File: config.mk
export PLATFORM = sky130hd
export DESIGN_NAME = mesh_term_tx_flat
export DESIGN_NICKNAME = d
export VERILOG_FILES = /design/src/rtl/mesh_term_tx_if.sv /design/src/rtl/mesh_term_tx.sv /design/src/flat_wrapper.sv
export SDC_FILE = /design/constraint.sdc
export NUM_CORES = 1
export LEC_CHECK = 0
export CAP_MARGIN = 10
export CORE_MARGIN = 5
export CORE_UTILIZATION = 50
export DETAILED_ROUTE_END_ITERATION = 8
export GPL_ROUTABILITY_DRIVEN = 0
export HOLD_SLACK_MARGIN = 0.12
export PLACE_DENSITY_LB_ADDON = 0.08
export SETUP_SLACK_MARGIN = 0.1
export SKIP_LAST_GASP = 1
export SYNTH_ARGS = -nofsm -noshare
export SYNTH_HDL_FRONTEND = slang
export SYNTH_SLANG_ARGS = --single-unit
File: constraint.sdc
create_clock -name clk_i -period 3.4 [get_ports clk_i]
set_input_delay 0.34 -clock clk_i [delete_from_list [all_inputs] [get_ports clk_i]]
set_output_delay 0.34 -clock clk_i [all_outputs]
set_load 0.02 [all_outputs]
File: src/rtl/mesh_term_tx_if.sv
// mesh_term_tx_if -- host/router bundle for the mesh terminal transmit buffer.
//
// Host side : push_i, row_i, col_i, mode_i, bcast_i, payload_i in; full_o out.
// Router side: pndng_o, data_out_o out; popin_i in.
// Status    : count_o (occupancy), ovf_o (sticky overflow), drop_cnt_o.
//
// The slave modport is the buffer itself; the master modport is whatever
// drives pushes and pops (host plus router terminal, or a testbench).
interface mesh_term_tx_if #(
    parameter int PAKG_SIZE  = 32,
    parameter int FIFO_DEPTH = 16
);
    localparam int CNT_W = $clog2(FIFO_DEPTH + 1);

    logic                   push_i;
    logic [3:0]             row_i;
    logic [3:0]             col_i;
    logic                   mode_i;
    logic                   bcast_i;
    logic [PAKG_SIZE-18:0]  payload_i;
    logic                   full_o;
    logic                   pndng_o;
    logic [PAKG_SIZE-1:0]   data_out_o;
    logic                   popin_i;
    logic [CNT_W-1:0]       count_o;
    logic                   ovf_o;
    logic [7:0]             drop_cnt_o;

    modport slave (
        input  push_i, row_i, col_i, mode_i, bcast_i, payload_i, popin_i,
        output full_o, pndng_o, data_out_o, count_o, ovf_o, drop_cnt_o
    );

    modport master (
        output push_i, row_i, col_i, mode_i, bcast_i, payload_i, popin_i,
        input  full_o, pndng_o, data_out_o, count_o, ovf_o, drop_cnt_o
    );
endinterface

File: src/rtl/mesh_term_tx.sv
// mesh_term_tx -- transmit buffer between a host and a mesh router terminal.
//
// Formats host requests into packets and queues them in a first-word-fall-
// through buffer feeding the router's terminal input.
//
// Packet layout (MSB first):
//   next-jump [P-1:P-8]  (BDCST on broadcast, else 0)
//   row       [P-9:P-12]
//   column    [P-13:P-16]
//   mode      [P-17]
//   payload   [P-18:0]
//
// Ports:
//   clk_i  : single clock, rising edge.
//   rst_i  : asynchronous, active-low reset.
//   bus    : mesh_term_tx_if.slave -- host push side, router pop side, status.
//
// Pushes addressed outside the mesh, or arriving while full with no pop in
// the same cycle, are dropped and counted (saturating at 255). Only a full-
// buffer drop sets the sticky overflow flag.
module mesh_term_tx #(
    parameter int         PAKG_SIZE  = 32,
    parameter int         FIFO_DEPTH = 16,
    parameter int         ROWS       = 4,
    parameter int         COLUMNS    = 4,
    parameter logic [7:0] BDCST      = 8'hFF
) (
    input  logic           clk_i,
    input  logic           rst_i,
    mesh_term_tx_if.slave  bus
);
    localparam int CNT_W = $clog2(FIFO_DEPTH + 1);
    localparam int PTR_W = $clog2(FIFO_DEPTH);

    // Highest legal row/column index; kept 5 bits wide so ROWS+1 up to 31 fits.
    localparam logic [4:0] ROW_LIM = 5'(ROWS + 1);
    localparam logic [4:0] COL_LIM = 5'(COLUMNS + 1);

    // ---------------------------------------------------------------------
    // State
    // ---------------------------------------------------------------------
    logic [PAKG_SIZE-1:0] mem_q [FIFO_DEPTH];
    logic [PTR_W-1:0]     wr_ptr_q, wr_ptr_d;
    logic [PTR_W-1:0]     rd_ptr_q, rd_ptr_d;
    logic [CNT_W-1:0]     count_q,  count_d;
    logic                 ovf_q,    ovf_d;
    logic [7:0]           drop_q,   drop_d;

    // ---------------------------------------------------------------------
    // Request decode
    // ---------------------------------------------------------------------
    logic                 addr_ok;
    logic                 full;
    logic                 pending;
    logic                 pop_fire;
    logic                 push_acc;
    logic                 push_drop;
    logic [PAKG_SIZE-1:0] pkt;

    assign addr_ok  = ({1'b0, bus.row_i} <= ROW_LIM) && ({1'b0, bus.col_i} <= COL_LIM);
    assign full     = (count_q == CNT_W'(FIFO_DEPTH));
    assign pending  = (count_q != '0);

    // A pop with nothing pending is ignored outright.
    assign pop_fire = bus.popin_i && pending;

    // A same-cycle pop frees the slot, so a full buffer can still accept.
    assign push_acc  = bus.push_i && addr_ok && (!full || pop_fire);
    assign push_drop = bus.push_i && !push_acc;

    assign pkt = {(bus.bcast_i ? BDCST : 8'h00),
                  bus.row_i, bus.col_i, bus.mode_i, bus.payload_i};

    // ---------------------------------------------------------------------
    // Next-state logic
    // ---------------------------------------------------------------------
    always_comb begin
        // NOTE: every variable gets a default first so no path leaves it
        // unassigned -- that is what keeps a combinational block latch-free.
        wr_ptr_d = wr_ptr_q;
        rd_ptr_d = rd_ptr_q;
        count_d  = count_q;
        ovf_d    = ovf_q;
        drop_d   = drop_q;

        // Pointers wrap naturally since FIFO_DEPTH is a power of two.
        if (push_acc) wr_ptr_d = wr_ptr_q + PTR_W'(1);
        if (pop_fire) rd_ptr_d = rd_ptr_q + PTR_W'(1);

        unique case ({push_acc, pop_fire})
            2'b10:   count_d = count_q + CNT_W'(1);
            2'b01:   count_d = count_q - CNT_W'(1);
            default: count_d = count_q;
        endcase

        if (push_drop && drop_q != 8'hFF) drop_d = drop_q + 8'd1;

        // Out-of-mesh drops are bad addressing, not congestion: no overflow.
        if (push_drop && addr_ok) ovf_d = 1'b1;
    end

    // ---------------------------------------------------------------------
    // Registers
    // ---------------------------------------------------------------------
    always_ff @(posedge clk_i or negedge rst_i) begin
        if (!rst_i) begin
            wr_ptr_q <= '0;
            rd_ptr_q <= '0;
            count_q  <= '0;
            ovf_q    <= 1'b0;
            drop_q   <= 8'h00;
        end else begin
            // NOTE: sequential state uses non-blocking assignments so every
            // register samples its pre-edge value regardless of statement order.
            wr_ptr_q <= wr_ptr_d;
            rd_ptr_q <= rd_ptr_d;
            count_q  <= count_d;
            ovf_q    <= ovf_d;
            drop_q   <= drop_d;
        end
    end

    // NOTE: the storage array is deliberately left out of reset; the count
    // gates every read, so stale contents are never visible and the array
    // can map onto plain RAM/flops without a reset network.
    always_ff @(posedge clk_i) begin
        if (push_acc) mem_q[wr_ptr_q] <= pkt;
    end

    // ---------------------------------------------------------------------
    // Outputs
    // ---------------------------------------------------------------------
    // Head entry falls through from registered storage; forced to zero when
    // empty so the router never sees stale data (and reset clears it at once).
    assign bus.data_out_o = pending ? mem_q[rd_ptr_q] : '0;
    assign bus.pndng_o    = pending;
    assign bus.full_o     = full;
    assign bus.count_o    = count_q;
    assign bus.ovf_o      = ovf_q;
    assign bus.drop_cnt_o = drop_q;

endmodule

File: src/flat_wrapper.sv
// flat-port wrapper written by rule: the top's interface ports become plain ports
module mesh_term_tx_flat 
#(
    parameter int         PAKG_SIZE  = 32,
    parameter int         FIFO_DEPTH = 16,
    parameter int         ROWS       = 4,
    parameter int         COLUMNS    = 4,
    parameter logic [7:0] BDCST      = 8'hFF
)
  (clk_i, rst_i, bus_push_i, bus_row_i, bus_col_i, bus_mode_i, bus_bcast_i, bus_payload_i, bus_popin_i, bus_full_o, bus_pndng_o, bus_data_out_o, bus_count_o, bus_ovf_o, bus_drop_cnt_o);
  mesh_term_tx_if #(.PAKG_SIZE(PAKG_SIZE), .FIFO_DEPTH(FIFO_DEPTH)) bus_i ();
  input  logic clk_i;
  input  logic rst_i;
  input wire logic [$bits(bus_i.push_i)-1:0] bus_push_i;
  input wire logic [$bits(bus_i.row_i)-1:0] bus_row_i;
  input wire logic [$bits(bus_i.col_i)-1:0] bus_col_i;
  input wire logic [$bits(bus_i.mode_i)-1:0] bus_mode_i;
  input wire logic [$bits(bus_i.bcast_i)-1:0] bus_bcast_i;
  input wire logic [$bits(bus_i.payload_i)-1:0] bus_payload_i;
  input wire logic [$bits(bus_i.popin_i)-1:0] bus_popin_i;
  output wire logic [$bits(bus_i.full_o)-1:0] bus_full_o;
  output wire logic [$bits(bus_i.pndng_o)-1:0] bus_pndng_o;
  output wire logic [$bits(bus_i.data_out_o)-1:0] bus_data_out_o;
  output wire logic [$bits(bus_i.count_o)-1:0] bus_count_o;
  output wire logic [$bits(bus_i.ovf_o)-1:0] bus_ovf_o;
  output wire logic [$bits(bus_i.drop_cnt_o)-1:0] bus_drop_cnt_o;
  assign bus_i.push_i = bus_push_i;
  assign bus_i.row_i = bus_row_i;
  assign bus_i.col_i = bus_col_i;
  assign bus_i.mode_i = bus_mode_i;
  assign bus_i.bcast_i = bus_bcast_i;
  assign bus_i.payload_i = bus_payload_i;
  assign bus_i.popin_i = bus_popin_i;
  assign bus_full_o = bus_i.full_o;
  assign bus_pndng_o = bus_i.pndng_o;
  assign bus_data_out_o = bus_i.data_out_o;
  assign bus_count_o = bus_i.count_o;
  assign bus_ovf_o = bus_i.ovf_o;
  assign bus_drop_cnt_o = bus_i.drop_cnt_o;
  mesh_term_tx #(.PAKG_SIZE(PAKG_SIZE), .FIFO_DEPTH(FIFO_DEPTH), .ROWS(ROWS), .COLUMNS(COLUMNS), .BDCST(BDCST)) u_core (.clk_i(clk_i), .rst_i(rst_i), .bus(bus_i));
endmodule
== Word-level counts from Yosys, hierarchy flattened ==
Memory sizes are Yosys's and may differ from the RTL's.
Index checks and enable logic that the tools add are counted.
Word-level totals
  memory bits (read-only): 0
  output and inout port bits: 48
  bits in writable memories: 512
  memories: 1
  input bits: 29
  word-level logic and storage cells: 34
  bits in registers: 22
  latch bits: 0
Memories
  u_core.mem_q: depth 16, width 32, rd ports 1, clocked after Yosys merged registers in 0, write ports 1, RTL line mesh_term_tx.sv:42  | logic [PAKG_SIZE-1:0] mem_q [FIFO_DEPTH];
Cells by class
  add/subtract/negate cells: 5
  $mul: 0
  bitwise logic cells: 0
  reductions and logical operators: 12
  shift-type cells: 0
  equality and inequality tests: 4
  mux-type cells: 5
  $lt $le $gt $ge: 2
  div/mod/pow operators: 0
Operator list (count)
  $mux W32: 1
  $pmux W5 S2: 1
  $add A4 B1 Y4 const B: 2
  $add A8 B1 Y8 const B: 1
  $le A4 B3 Y1 const B: 2
  $mux W8: 1
  $ne A8 B8 Y1 const B: 1
  $logic_and A1 B1 Y1: 7
  $add A5 B1 Y5 const B: 1
  $eq A5 B5 Y1 const B: 1
  $reduce_bool A5 Y1: 1
  $sub A5 B1 Y5 const B: 1
  $eq A2 B1 Y1 const B: 1
  $eq A2 B2 Y1 const B: 1
  $logic_not A1 Y1: 2
  $mux W1: 2
  $reduce_bool A2 Y1: 1
  $logic_or A1 B1 Y1: 1

== Logic depth before layout (Yosys ltp) ==
Gate-level depths: netlist (run 1).
  depth after elaboration: 7
  gate-level depth with buffers: 9
  depth with buffers taken out: 9

== Worst setup path after synthesis (run 1) ==
Ideal clock, no wire load.
  path kind: input to register
  from: input bus_row_i[2]
  to: memory u_core.mem_q[3][0], enable pin
  path buffers: 0
  slack: -0.517 ns
  stages: 4
  arrival time: 3.447 ns
  cell sequence: a211oi_1 > and3_2 > nand2_1 > nor4_1
Between the ends
  word-level cells in the longest chain between the ends: 6
RTL lines
  start, declared: RTL line flat_wrapper.sv:15  | input wire logic [$bits(bus_i.row_i)-1:0] bus_row_i;
  $le A4 B3 Y1: RTL line mesh_term_tx.sv:60  | assign addr_ok = ({1'b0, bus.row_i} <= ROW_LIM) && ({1'b0, bus.col_i} <= COL_LIM);
  $logic_and A1 B1 Y1: RTL line mesh_term_tx.sv:60
  $logic_and A1 B1 Y1 (2 in a row): RTL line mesh_term_tx.sv:68  | assign push_acc = bus.push_i && addr_ok && (!full || pop_fire);
  $mux W1: RTL line mesh_term_tx.sv:127  | if (push_acc) mem_q[wr_ptr_q] <= pkt;
  $mux W1 (not written as such): RTL line mesh_term_tx.sv:127
  end, declared: RTL line mesh_term_tx.sv:42
Every way passes these cells.

== Worst setup path after layout (run 1) ==
  from: register u_core.count_q[0], in the netlist u_core.bus.count_o[0]
  to: output bus_data_out_o[12]
Between the ends
  word-level cells in the longest chain between the ends: 2
RTL lines
  start, declared: RTL line mesh_term_tx.sv:45  | logic [CNT_W-1:0] count_q, count_d;
  start signal, assigned: RTL line mesh_term_tx.sv:117  | count_q <= count_d;
  $reduce_bool A5 Y1: RTL line mesh_term_tx.sv:62  | assign pending = (count_q != '0);
  $mux W32: RTL line mesh_term_tx.sv:135  | assign bus.data_out_o = pending ? mem_q[rd_ptr_q] : '0;
  end, declared: RTL line flat_wrapper.sv:23  | output wire logic [$bits(bus_i.data_out_o)-1:0] bus_data_out_o;
Every way passes these cells.

==> results.md, run 1 <==
* Total congestion overflow at 0
* # setup viols final at 0
* Fill count at 2350
* Starting Density at 50.6%
* Post-Synthesis Net Count at 784
* TritonCTS Buffers at 44
* DR iter-0 viols at 558
* Clk Latency, worst-skew pair at 0.53 ns
* Critical R2R Launch: u_core.bus.count_o[0]
* Clk sink count at 422
* Area Overhead vs Synth at 18.6%
* Cell row count at 66
* Dpl ws at 0.363 ns
* Worst slew pin tran at 1.00 ns
* Initial antenna violation count at 0
* Power Density at 821 nW/um^2
* Die Y at 191 um
* Crit path capture type: output pin
* Pin count of the biggest net entering global routing at 38
* DRC Markers at 0
* Slew HR at 33.0%
* Number of synthesized register bits at 422
* Flop2flop setup slack at 0.61 ns
* DIE WIDTH at 191 um
* Peak VDD IR at 435 uV
* Worst hold slack at 0.361 ns
* GRT Util Overall at 18.7%
* H-Tree Level Count at 2
* Yosys warns at 0
* R2R depth at 9
* Buffers on Ports at 76
* Diode count at 0
* Flip-flop and latch area at 12600 um^2
* Post-route setup slack at 0.234 ns
* RSZ-0062 raised after global routing: false
* Most common cell after layout, fill and taps aside: edfxtp_1
* Hold crit path type: primary input to async pin
* TritonRoute pass-1 iters at 5
* Worst-path clk slew at 0.06 ns
* Minimum clock period at 3.17 ns
* Avg Inst Size Synth at 22.0 um^2
* Critical path type: register to output pin
* Number of enable flip-flop cells after synthesis at 400
* Fraction of layout cells with a size suffix above 1 at 25.7%
* Sequential-to-total area share from yosys stat at 76.5%
* IO Count at 77
* Placed Area at 18000 um^2
* Synth Instances at 745
* P_leak at 6.53 nW
* Vias in the first global route at 8383
* Async set or reset register ratio after synthesis at 5.21%
* Std-Cell Core Area at 32500 um^2
* Vias at 7686
* Fmax at 316 MHz
* Maximum clock insertion buffer count at 3
* DP HPWL at 20000 um
* Final hold viol count at 0
* Final antenna-violating net count at 0
* Post-route core utilization at 60.0%
* First-pass GRT wire length at 51000 um
* Clock Skew at 0.0214 ns
* Cell Area, Synth at 16400 um^2
* Critical Path RT at 3.06 ns
* Number of max-cap violations at 0
* Wire length per cell at 24.9 um
* Post-synth cell types at 40
* Status: complete, no violations
* Root Driver: clkbuf_16
* Commonest cells after routing, fill and taps aside: 400 x edfxtp_1, 100 x mux4_2, 57 x clkdlybuf4s50_1
* Max Slew Vio Count at 0
* Total Nets Final at 911
* Prevailing post-synth register cell: edfxtp_1
* Arrival time worst endpoint at 2.83 ns
* FF-to-FF End: u_core.bus.count_o[4]
* Crit-path max FO at 11
* CTS Hold Buffers Added at 0
* Fin crit share at 93.1%
* Startpoint types: register
* CTS tree: yes
* Multi-input logic area at 3660 um^2
* Vias per inst at 5.71
* DRT Wirelength at 33500 um
* Post-layout instance area at 19500 um^2
* Die Area at 36600 um^2
[cell type report]
type / count / share of cell area (%)
clock buffer: 50 / 5.88
inverter: 9 / 0.173
timing repair buffer: 124 / 6.45
multi-input combinational: 271 / 18.8
tap: 442 / 2.84
clock inverter: 28 / 1.35
sequential: 422 / 64.5
[cells by family after synthesis]
kind of cell,share of synthesized area (%)
adder cells (fa/ha/maj),0.808
multiplexers,17.1
flip-flops,76.5
AO/OA/AOI/OAI,1.46
buffers and inverters,1.47
XOR/XNOR,0.907
AND/OR/NAND/NOR,1.78
[metal layers]
metal	track usage (%)	share of wire [%]	vias to the layer above	routed length, um
li1	-	-	3352	-
met1	26.4	44	4123	14800
met2	31.5	50	173	16800
met3	2.85	4.3	38	1440
met4	3.62	1.3	0	431
met5	0	0	-	0
[through the flow]
stage,setup TNS (ns),std cells,power [mW]
global placement,0,1264,11.4
CTS,0,1345,16.2
finish,0,1346,16.0
global route,0,1346,16.7
detailed placement,0,1264,11.5
floorplan,-51.71,745,9.62
[report_power, final]
part | switching (mW) | leakage (nW) | internal [mW] | total (mW)
logic | 2.56 | 1.98 | 2.56 | 5.13
clock network | 1.85 | 0.687 | 2.79 | 4.64
registers | 0.341 | 3.86 | 5.88 | 6.22
total | 4.76 | 6.53 | 11.2 | 16.0
[worst max path at each step]
stage	startpoint	to	depth (start not counted)
2_1_floorplan	bus_row_i[2]	u_core.mem_q[3][0]	4
3_3_place_gp	bus_row_i[2]	u_core.bus.count_o[4]	10
3_5_place_dp	bus_row_i[2]	u_core.mem_q[11][12]	7
4_1_cts	u_core.bus.count_o[0]	bus_data_out_o[26]	7
5_1_grt	u_core.bus.count_o[0]	bus_data_out_o[12]	7
6_report	u_core.bus.count_o[0]	bus_data_out_o[12]	7
[worst max-delay path, stage by stage, from the launching register on]
cell,delay [ns]
dfrtp_1,0.46
or4_4,0.59
nor2_1,0.12
inv_1,0.10
nand2_1,0.12
buf_4,0.24
o22ai_1,0.10
clkdlybuf4s50_1,0.55
[flip-flops by register name, indices dropped and copies added, names as in the netlist]
name	count
u_core.mem_q	400
u_core.bus.drop_cnt_o	8
u_core.bus.count_o	5
u_core.rd_ptr_q	4
u_core.wr_ptr_q	4
u_core.bus.ovf_o	1
[synth_stat cells, types with 2 or more instances]
master / instances / area [um^2]
o22ai_1: 25 / 156
nor2_1: 7 / 26.3
nand3_1: 6 / 30.0
buf_2: 16 / 80.1
nor4_1: 5 / 31.3
buf_4: 7 / 52.6
xnor2_1: 10 / 87.6
dfrtp_1: 22 / 551
clkbuf_1: 12 / 45.0
ha_1: 9 / 113
buf_1: 8 / 30.0
a21oi_1: 2 / 10.0
inv_1: 9 / 33.8
and2_1: 10 / 62.6
edfxtp_1: 400 / 12000
xor2_1: 7 / 61.3
nand2_1: 10 / 37.5
mux4_2: 100 / 2250
mux2i_1: 51 / 510
o21ai_0: 2 / 10.0
nor3b_1: 2 / 15.0
nor3_1: 2 / 10.0
nand4_1: 4 / 25.0
mux2_1: 3 / 33.8
[timing repair]
item	CTS	global route
setup buffers	3	1
gates resized for setup	11	12
setup endpoints to repair	18	16
Note: power is estimated with default switching activity, not from simulation.
==> run 2, diff against run 1 <==
CTS_BUF_LIST = sky130_fd_sc_hd__clkbuf_4 sky130_fd_sc_hd__clkbuf_8 sky130_fd_sc_hd__clkbuf_16   (was default)
==> results.md, run 2 (synthesis gave the netlist of run 1 again) <==
* TritonCTS Buffers at 44 (unchanged)
* Multi-input logic area at 3660 um^2 (unchanged)
* Critical Path RT at 3.06 ns (about the same)
* DRC Markers at 0 (unchanged)
* First-pass GRT wire length at 51000 um (unchanged)
* Total power at 16.0 mW (+0.23%)
* CP Cell Sequence: buf_12 > mux4_2 > mux2i_1 > o22ai_1 > clkdlybuf4s50_1
* Vias in the first global route at 8384 (+0.012%)
* GRT Util Overall at 18.7% (unchanged)
* R2R depth at 9 (unchanged)
* TritonRoute pass-1 iters at 5 (unchanged)
* Initial antenna violation count at 0 (unchanged)
* Final antenna-violating net count at 0 (unchanged)
* Die Area at 36600 um^2 (unchanged)
* Hold crit path type: primary input to async pin
* # setup viols final at 0 (unchanged)
* FF-to-FF End: u_core.bus.count_o[4]
* DP HPWL at 20000 um (unchanged)
* Crit path capture type: output pin
* Arrival time worst endpoint at 2.82 ns (about the same)
* Fill count at 2349 (-0.043%)
* Startpoint types: register
* Worst-path clk slew at 0.06 ns (about the same)
* P_leak at 6.55 nW (+0.26%)
* Peak VDD IR at 432 uV (-0.51%)
* Die Y at 191 um (unchanged)
* DRT Wirelength at 33400 um (-0.22%)
* Fin crit share at 93.0% (about the same)
* Max Slew Vio Count at 0 (unchanged)
* Slew HR at 32.9% (-0.082 points)
* Clk Latency, worst-skew pair at 0.53 ns (about the same)
* Total Nets Final at 911 (unchanged)
* Biggest register: u_core.mem_q
* CTS tree: yes
* Fraction of layout cells with a size suffix above 1 at 26.2% (+0.55 points)
* Slowest cell delay on critical path at 0.56 ns (-0.03 ns)
* Std-Cell Core Area at 32500 um^2 (unchanged)
* Minimum clock period at 3.16 ns (-0.00236 ns)
* Buffers on Ports at 76 (unchanged)
* Max reg flops at 400 (unchanged)
* Vias at 7681 (-0.065%)
* Crit-path max FO at 37 (+26)
* Pin count of the biggest net entering global routing at 38 (unchanged)
* Maximum clock insertion buffer count at 3 (unchanged)
* Total congestion overflow at 0 (unchanged)
* Vias per inst at 5.71 (about the same)
* Worst slew pin tran at 1.00 ns (+0.00122 ns)
* Status: complete, no violations
* Area Overhead vs Synth at 18.8% (about the same)
* Diode count at 0 (unchanged)
* DIE WIDTH at 191 um (unchanged)
* IO Count at 77 (unchanged)
* Slowest CP cell: mux4_2
* Final hold viol count at 0 (unchanged)
* Root Driver: clkbuf_16
* Critical R2R Launch: u_core.bus.count_o[0]
* Post-layout instance area at 19500 um^2 (about the same)
* Clock Skew at 0.0218 ns (+0.000333 ns)
* Flop2flop setup slack at 0.61 ns (about the same)
* Power Density at 822 nW/um^2 (+0.13%)
* Number of max-cap violations at 0 (unchanged)
* CTS Hold Buffers Added at 0 (unchanged)
* Most common cell after layout, fill and taps aside: edfxtp_1
* Commonest cells after routing, fill and taps aside: 400 x edfxtp_1, 100 x mux4_2, 57 x clkdlybuf4s50_1
* RSZ-0062 raised after global routing: false
* Flip-flop and latch area at 12600 um^2 (unchanged)
* Starting Density at 50.6% (unchanged)
* Cell row count at 66 (unchanged)
* H-Tree Level Count at 2 (unchanged)
* Wire length per cell at 24.8 um (-0.22%)
* Placed Area at 18000 um^2 (unchanged)
* Post-route core utilization at 60.1% (about the same)
* DR iter-0 viols at 580 (+3.9%)
* Critical path type: register to output pin
* Clk sink count at 422 (unchanged)
* Fmax at 316 MHz (about the same)
## run 2: cell counts in the layout (fill, tap and decap cells not counted)
No cell type changed its count.
## run 2: repair_timing
action	in CTS	in global routing
pin swaps	0	0
resized for setup	11	12
gates cloned	0	0
buffers inserted	3	1
endpoints found under the setup margin	18	16
## run 2: power breakdown
group,leakage [nW],internal [mW],switching [mW]
clock network,0.704,2.83,1.85
logic,1.98,2.56,2.56
registers,3.86,5.88,0.343
## run 2: area by class of cell
class                      instances  share of cell area, %
clock inverter                    28                   1.35
tap                              442                   2.84
sequential                       422                   64.5
clock buffer                      50                   5.97
timing repair buffer             124                   6.45
inverter                           9                  0.173
multi-input combinational        271                   18.8
## run 2: how the worst max path moves through the flow
stage                     startpoint                     to  slack [ns]
6_report          u_core.rd_ptr_q[0]     bus_data_out_o[15]        0.24
5_1_grt        u_core.bus.count_o[0]     bus_data_out_o[12]        0.11
4_1_cts        u_core.bus.count_o[0]     bus_data_out_o[26]        0.07
3_5_place_dp            bus_row_i[2]   u_core.mem_q[11][12]        0.36
3_3_place_gp            bus_row_i[2]  u_core.bus.count_o[4]        0.43
2_1_floorplan           bus_row_i[2]     u_core.mem_q[3][0]       -0.52
## run 2: worst max-delay path: cells and delay by family, from the launching register on
| family | cells | cell delay, ns |
|---|---|---|
| AO/OA/AOI/OAI | 1 | 0.11 |
| flip-flops | 1 | 0.52 |
| buffers and inverters | 2 | 0.87 |
| multiplexers | 2 | 0.77 |
## run 2: through the flow
stage	setup slack (ns)	hold WS, ns	std cells	TNS, ns
after detailed placement	0.363	0.473	1264	0
after global routing	0.106	0.455	1346	0
after global placement	0.435	0.483	1264	0
after CTS	0.0736	0.387	1345	0
final	0.237	0.362	1346	0
after floorplan	-0.517	0.0444	745	-51.71
## run 2: routing by layer
layer	wire length [um]	track usage, %
met5	0	0
met4	431	3.62
met3	1370	2.85
met2	16800	31.5
met1	14800	26.4
